--- src/rtl/add_pkg.sv ---
// Shared types and default sizing for the sequential multi-word adder.
package add_pkg;

    typedef enum logic [1:0] {
        IDLE = 2'd0,
        RUN  = 2'd1,
        DONE = 2'd2
    } state_t;

    localparam int ADD_WIDTH = 4;
    localparam int ADD_WORDS = 4;

endpackage

--- src/rtl/adder_slice.sv ---
// Combinational WIDTH-bit adder with carry in and carry out.
module adder_slice #(
    parameter int WIDTH = 4
) (
    input  logic [WIDTH-1:0] a,
    input  logic [WIDTH-1:0] b,
    input  logic             cin,
    output logic [WIDTH-1:0] sum,
    output logic             cout
);

    logic [WIDTH:0] w_full;

    assign w_full = {1'b0, a} + {1'b0, b} + {{WIDTH{1'b0}}, cin};
    assign sum    = w_full[WIDTH-1:0];
    assign cout   = w_full[WIDTH];

endmodule

--- src/rtl/multiword_add_seq.sv ---
// Adds two WIDTH*WORDS-bit operands one WIDTH-bit slice per cycle, LSB first,
// rippling the registered carry between cycles through a single adder slice.
module multiword_add_seq
    import add_pkg::*;
#(
    parameter int WIDTH = ADD_WIDTH,
    parameter int WORDS = ADD_WORDS
) (
    input  logic                   clk,
    input  logic                   rst_n,
    input  logic                   in_valid,
    output logic                   in_ready,
    input  logic [WIDTH*WORDS-1:0] a,
    input  logic [WIDTH*WORDS-1:0] b,
    input  logic                   cin,
    output logic                   out_valid,
    input  logic                   out_ready,
    output logic [WIDTH*WORDS-1:0] sum,
    output logic                   cout
);

    localparam int IDX_W = (WORDS > 1) ? $clog2(WORDS) : 1;
    localparam logic [IDX_W-1:0] LAST_IDX = IDX_W'(WORDS - 1);

    state_t                        r_state;
    logic [IDX_W-1:0]              r_idx;
    logic                          r_carry;
    logic                          r_cout;
    logic [WORDS-1:0][WIDTH-1:0]   r_a;
    logic [WORDS-1:0][WIDTH-1:0]   r_b;
    logic [WORDS-1:0][WIDTH-1:0]   r_sum;

    logic [WIDTH-1:0]              w_slice_sum;
    logic                          w_slice_cout;

    adder_slice #(
        .WIDTH (WIDTH)
    ) u_slice (
        .a    (r_a[r_idx]),
        .b    (r_b[r_idx]),
        .cin  (r_carry),
        .sum  (w_slice_sum),
        .cout (w_slice_cout)
    );

    // Handshake flags decode state only, so no input reaches them combinationally.
    assign in_ready  = (r_state == IDLE);
    assign out_valid = (r_state == DONE);
    assign sum       = r_sum;
    assign cout      = r_cout;

    always_ff @(posedge clk) begin
        if (!rst_n) begin
            r_state <= IDLE;
            r_idx   <= '0;
            r_carry <= 1'b0;
            r_sum   <= '0;
            r_cout  <= 1'b0;
        end else begin
            case (r_state)
                IDLE: begin
                    if (in_valid) begin
                        r_a     <= a;
                        r_b     <= b;
                        r_carry <= cin;
                        r_idx   <= '0;
                        r_state <= RUN;
                    end
                end
                RUN: begin
                    r_sum[r_idx] <= w_slice_sum;
                    r_carry      <= w_slice_cout;
                    if (r_idx == LAST_IDX) begin
                        r_cout  <= w_slice_cout;
                        r_state <= DONE;
                    end else begin
                        r_idx <= r_idx + 1'b1;
                    end
                end
                DONE: begin
                    // Result stays put until the sink takes it; no new accept here.
                    if (out_ready) begin
                        r_state <= IDLE;
                    end
                end
                default: r_state <= IDLE;
            endcase
        end
    end

endmodule
--- config.mk ---
export PLATFORM = sky130hd
export DESIGN_NAME = multiword_add_seq
export DESIGN_NICKNAME = d
export VERILOG_FILES = /design/src/rtl/add_pkg.sv /design/src/rtl/adder_slice.sv /design/src/rtl/multiword_add_seq.sv
export SDC_FILE = /design/constraint.sdc
export NUM_CORES = 1
export LEC_CHECK = 0
export CORE_ASPECT_RATIO = 0.5
export CORE_MARGIN = 5
export CORE_UTILIZATION = 49
export CTS_CLUSTER_DIAMETER = 80
export CTS_CLUSTER_SIZE = 10
export DETAILED_ROUTE_END_ITERATION = 6
export PLACE_DENSITY = 0.76
export RECOVER_POWER = 50
export REMOVE_ABC_BUFFERS = 1
export SYNTH_ARGS = -nofsm -noshare
export SYNTH_HDL_FRONTEND = slang
export SYNTH_HIERARCHICAL = 1
export SYNTH_SLANG_ARGS = --single-unit
export TNS_END_PERCENT = 5
--- constraint.sdc ---
create_clock -name clk -period 2.8 [get_ports clk]
set_input_delay 0.28 -clock clk [delete_from_list [all_inputs] [get_ports clk]]
set_output_delay 0.28 -clock clk [all_outputs]
set_load 0.01 [all_outputs]
==> results of run 1 <==
==> cells by family after synthesis <==
| group | after synthesis | synth area share, % |
|---|---|---|
| multiplexers | 27 | 16.22 |
| AO/OA/AOI/OAI | 8 | 2.247 |
| AND/OR/NAND/NOR | 36 | 11.23 |
| buffers and inverters | 13 | 2.576 |
| flip-flops | 54 | 61.37 |
| adder cells (fa/ha/maj) | 9 | 5.589 |
| XOR/XNOR | 2 | 0.7673 |
==> worst max-delay path, cell delays in order (launching register included) <==
cell	delay, ps
dfxtp_1	430
mux4_2	540
fa_1	460
inv_1	80
fa_1	200
nor2b_1	50
o21ai_0	140
nand2b_1	100
o21ai_0	180
a21oi_1	60
==> metrics by stage <==
step           power (W)  std cells  hold slack [ps]  cell area, µm²  setup WS [ps]
2_1_floorplan   0.001047        143            378.9            2251          316.8
3_3_place_gp    0.001160        260            496.1            2910          497.7
3_5_place_dp    0.001167        260            506.9            2910          458.1
4_1_cts         0.001586        268            518.1            2995          429.7
5_1_grt         0.001627        268            543.7            2985          249.9
6_report        0.001547        268            513.5            2985          454.5
==> flip-flops by register name, summed over array words and instances (netlist names) <==
register,flops
r_state,2
sum,16
r_carry,1
cout,1
r_b,16
r_a,16
r_idx,2
==> layer usage <==
layer | up-vias | GRT usage, % | wire [µm]
met5 | - | 0 | 0
met4 | 0 | 4.918 | 54
met3 | 4 | 4.116 | 189
met2 | 33 | 23.40 | 1802
met1 | 626 | 17.65 | 1848
li1 | 654 | - | -
==> power by group through the flow <==
stage	Clock [W]	Combinational, W	Sequential, W
2_1_floorplan	0	0.000128	0.000919
6_report	0.000416	0.000237	0.000894
4_1_cts	0.000436	0.000254	0.000896
5_1_grt	0.000465	0.000264	0.000899
3_5_place_dp	0	0.000253	0.000914
3_3_place_gp	0	0.000248	0.000913
==> final timing paths <==
kind                         start  slack [ps]              endpoint
max          r_idx[0]$_SDFFE_PN0P_         450  r_carry$_SDFFE_PN0P_
min            sum[4]$_SDFFE_PN0P_         510   sum[4]$_SDFFE_PN0P_
max reg2reg  r_idx[0]$_SDFFE_PN0P_         450  r_carry$_SDFFE_PN0P_
min reg2reg    sum[4]$_SDFFE_PN0P_         510   sum[4]$_SDFFE_PN0P_
==> cell type report <==
cell class,instances,area (µm²)
flip-flops and latches,54,1401
repair buffers,60,584.3
well taps,57,71.32
clock buffers,7,77.57
fillers,336,1460
clock inverters,1,7.507
inverters,7,26.28
multi-input cells,82,817.0
==> cells in the final DEF (no fill, tap or decap), types with 2 or more instances in the layout <==
| cell type | netlist | layout |
|---|---|---|
| nand3b_2 | 3 | 2 |
| buf_4 | 0 | 4 |
| o21ai_0 | 2 | 2 |
| nand2_1 | 4 | 4 |
| o22ai_1 | 2 | 2 |
| dlygate4sd3_1 | 0 | 49 |
| inv_1 | 7 | 7 |
| xnor2_1 | 2 | 2 |
| mux4_2 | 8 | 8 |
| clkbuf_1 | 3 | 2 |
| nand2b_1 | 3 | 3 |
| ha_1 | 7 | 7 |
| mux2i_1 | 19 | 19 |
| nor2b_1 | 19 | 19 |
| edfxtp_1 | 32 | 32 |
| clkbuf_8 | 0 | 5 |
| fa_1 | 2 | 2 |
| dfxtp_1 | 22 | 22 |
| clkdlybuf4s50_1 | 0 | 6 |
==> reports/results.ini, run 1 <==
[logic_synthesis]
synth_cells=149
synth.area.top_cells=edfxtp_1, dfxtp_1, mux2i_1
synth-seq-cells=54
syn_area_per_cell_um2=15.33
ys.flop_type=edfxtp_1
synthDistinctLibCells=28
synthMostInstantiatedCell=edfxtp_1
ys_async_sr_fraction_pct=0
synth_top_area_share_pct=42.08
synth_common_cells=edfxtp_1, dfxtp_1, mux2i_1, nor2b_1, mux4_2
yosysTopAreaCell=edfxtp_1
yosysSeqAreaShare_pct=61.37
netlist_area_um2=2283
synth_warnings=6
synth_edf_count=32

[grt]
grt_max_degree=33
grt_overflow=0
grt_pass1_vias=1433
globalRouteTotalUtil_pct=13.99
antenna_found_initial=0
grt_pass1_wl_um=6727

[pwr]
p_clk_share_pct=26.9
vdd_drop_max_v=0.0002829
swShare_pct=23.37
pwr_density_cell_nw_per_um2=518.2
sequentialPowerShare_pct=57.8
combPwrFrac_pct=15.3
cell_internal_pwr_w=0.001186
p_switching_w=0.0003616
p_leak_nw=1.227

[detailed_routing]
post_drt_wl_per_cell_um=14.53
drtPass1Iterations=3
antenna_left=0
drt_iter0_drc=36
drt_wl_total_um=3894
vias=1317
post-route-drc-count=0
vias_per_cell=4.914

[cts]
ctsHoldBuffers=0
cts_root_buf=clkbuf_8
cts_inserted_buffers=5
cts_max_level=2
postCtsSetupBuffers=0
cts_tree=done
clockBufferDepth=2
cts.sinks=54
clk_pin_slew_worst_paths_ps=90
cts_resized=0
clk_latency_ps=300

[setup_path]
rr_worst_depth=9
critPathMaxFanout=4
path_class=reg2reg
cp.arrival_ps=2530
cp-end-kind=register
cp.required_ps=2990
critPathLaunchType=register

[sta]
final-hold-violation-count=0
relSlewSlack_pct=69.16
setup-violations-final=0
final-max-slew-violation-count=0
worst_pin_slew_ps=462.0
rsz0062_at_grt=false
fin_skew_ps=5.661
max_freq_mhz=426.3
finalCritPeriodShare_pct=83.77
min_period_ps=2346
fin_tns_setup_ps=0

[place]
io_buffers=55
dp_hpwl_um=2947
place_congestion=0.7535

[outcome]
outcome=finished clean

[floorplanning]
die_w_um=106.5
start_util_pct=51.37
die_h_um=58.27
core_area_um2=4446
num_io_pins=56
die-area_um2=6208
rows=17

[layout]
fin_nets=256
diodes=0
layout-drive-gt1-share_pct=11.85
utilization_pct=67.15
syn_to_final_growth_pct=30.74

[flow_run]
drv_cap=0

[hold_path]
hold_path_class=reg2reg
hold_path_depth=2

Note: power is estimated with default switching activity, not from simulation.
==> run 2, diff against run 1 <==
Clock period 2.8 ns to 2.2 ns, I/O delays scaled along.
==> run 2 against run 1 <==
Net effect: fmax is 8.7% higher; worst hold slack better by 3.9 ps; highest routed layer unchanged; register-to-register slack lost 410 ps; cell count is 0.37% higher; non-clock buffer count rose by 1; sequential share of layout area is 0.69 points lower; clock-buffer cell count decreased by 1; global-route usage increased by 0.59 points; design area up 1.8%; via count rose by 1.2%; critical path depth did not move; core utilization up 1.2 points; largest power group unchanged.
==> reports/results.ini, run 2 (same netlist as run 1, synthesis figures left out) <==
[cts]
cts_root_buf=clkbuf_8  ; unchanged
cts_inserted_buffers=5  ; unchanged
cts_tree=done  ; unchanged
postCtsSetupBuffers=0  ; unchanged
clockBufferDepth=2  ; unchanged
cts.sinks=54  ; unchanged
clk_latency_ps=300  ; about the same
clk_pin_slew_worst_paths_ps=90  ; about the same
ctsHoldBuffers=0  ; unchanged
cts_max_level=2  ; unchanged

[floorplanning]
start_util_pct=51.37  ; unchanged
rows=17  ; unchanged
core_area_um2=4446  ; unchanged
die_w_um=106.5  ; unchanged
num_io_pins=56  ; unchanged
die_h_um=58.27  ; unchanged
die-area_um2=6208  ; unchanged

[layout]
syn_to_final_growth_pct=33.04  ; was 30.74%
fin_nets=257  ; was 256
layout-drive-gt1-share_pct=15.09  ; was 11.85%
diodes=0  ; unchanged
final_common_cell=dlygate4sd3_1  ; unchanged
layout_common_cells=dlygate4sd3_1, edfxtp_1, dfxtp_1, nor2b_1, mux2i_1  ; unchanged
utilization_pct=68.34  ; was 67.15%

[detailed_routing]
drt_iter0_drc=26  ; was 36
post-route-drc-count=0  ; unchanged
vias=1333  ; was 1317
post_drt_wl_per_cell_um=15.32  ; was 14.53 µm
drt_wl_total_um=4120  ; was 3894 µm
antenna_left=0  ; unchanged
vias_per_cell=4.955  ; was 4.914
drtPass1Iterations=6  ; was 3

[pwr]
pwr_density_cell_nw_per_um2=656.1  ; was 518.2 nW/µm²
p_leak_nw=1.225  ; was 1.227 nW
p_total_w=0.001993  ; was 0.001547 W
vdd_drop_max_v=0.0004074  ; was 0.0002829 V

[setup_path]
rr_worst_depth=9  ; unchanged
cp-end-kind=register  ; unchanged
critPathLaunchType=register  ; unchanged
critPathMaxFanout=4  ; unchanged
cp.required_ps=2400  ; was 2990 ps
cp.arrival_ps=2360  ; was 2530 ps
path_class=reg2reg  ; unchanged

[outcome]
outcome=finished clean  ; unchanged

[grt]
globalRouteTotalUtil_pct=14.58  ; was 13.99%
grt_pass1_vias=1442  ; was 1433
grt_overflow=0  ; unchanged
grt_pass1_wl_um=6720  ; was 6727 µm
antenna_found_initial=0  ; unchanged
grt_max_degree=33  ; unchanged

[sta]
final-hold-violation-count=0  ; unchanged
final-max-slew-violation-count=0  ; unchanged
fin_skew_ps=5.922  ; was 5.661 ps
worst_pin_slew_ps=458.4  ; was 462.0 ps
min_period_ps=2159  ; was 2346 ps
finalCritPeriodShare_pct=98.13  ; was 83.77%
max_freq_mhz=463.2  ; was 426.3 MHz
rsz0062_at_grt=true  ; was false
relSlewSlack_pct=69.22  ; was 69.16%
setup-violations-final=0  ; unchanged

[hold_path]
hold_path_class=reg2reg  ; unchanged
hold_path_depth=2  ; unchanged

[flow_run]
drv_cap=0  ; unchanged

[place]
dp_hpwl_um=3101  ; was 2947 µm
io_buffers=55  ; unchanged
place_congestion=0.7381  ; was 0.7535

## run 2: cell types whose count changed in the layout (fill, tap and decap cells not counted), moves of 2 or more
cell	change
o21ai_1	+2
dlygate4sd3_1	-6
o21ai_0	-2
clkdlybuf4s50_1	+6
## run 2: layout make-up
type	instances	area, µm²
fill	327	1408
clock inverter	2	8.758
inverter	7	26.28
clock buffer	6	72.57
tap	57	71.32
multi-input combinational	82	845.8
sequential	54	1405
timing repair buffer	61	608.1
## run 2: path summary, 6_finish.rpt
| path | startpoint | endpoint | slack (ps) |
|---|---|---|---|
| worst max-delay path | r_idx[0]$_SDFFE_PN0P_ | r_carry$_SDFFE_PN0P_ | 40 |
| worst min register to register | sum[8]$_SDFFE_PN0P_ | sum[8]$_SDFFE_PN0P_ | 520 |
| worst min-delay path | sum[8]$_SDFFE_PN0P_ | sum[8]$_SDFFE_PN0P_ | 520 |
| worst max register to register | r_idx[0]$_SDFFE_PN0P_ | r_carry$_SDFFE_PN0P_ | 40 |
## run 2: metal layers
layer  part of all wire (%)  global-route usage (%)  vias up
li1                       -                       -      655
met3                    4.3                   4.227        4
met4                    1.7                   8.197        0
met5                      0                       0        -
met2                     48                   23.31       35
met1                     46                   18.12      639
## run 2: where the power goes
group / internal [W] / leakage [nW] / total (W) / switching, W
Sequential: 0.00112 / 0.476 / 0.00114 / 0.0000225
Combinational: 0.000181 / 0.707 / 0.000328 / 0.000148
Clock: 0.000220 / 0.0426 / 0.000527 / 0.000307
Total: 0.00152 / 1.22 / 0.00199 / 0.000477
## run 2: through the flow
stage	area [µm²]	std cells	hold slack, ps	worst slack (ps)	TNS, ps
6_report	3038	269	517.4	41.24	0
3_3_place_gp	2930	261	496.3	-99.44	-645.7
2_1_floorplan	2251	143	318.9	-283.2	-3039
5_1_grt	3038	269	511.2	-93.36	-674.9
4_1_cts	3025	269	455.9	-34.24	-38.53
3_5_place_dp	2930	261	507.3	-206.7	-1573
## run 2: what timing repair did
action / 4_1_cts / 5_1_grt
pin swaps: 0 / 2
resized for setup: 6 / 3
setup endpoints to repair: 14 / 14
## run 2: worst max-delay path: stages (launching register included)
cell	delay, ps
dfxtp_4	390
mux4_2	520
fa_2	410
inv_1	70
fa_1	200
nor2b_1	50
o21ai_1	120
nand2b_1	100
o21ai_1	150
a21oi_1	60
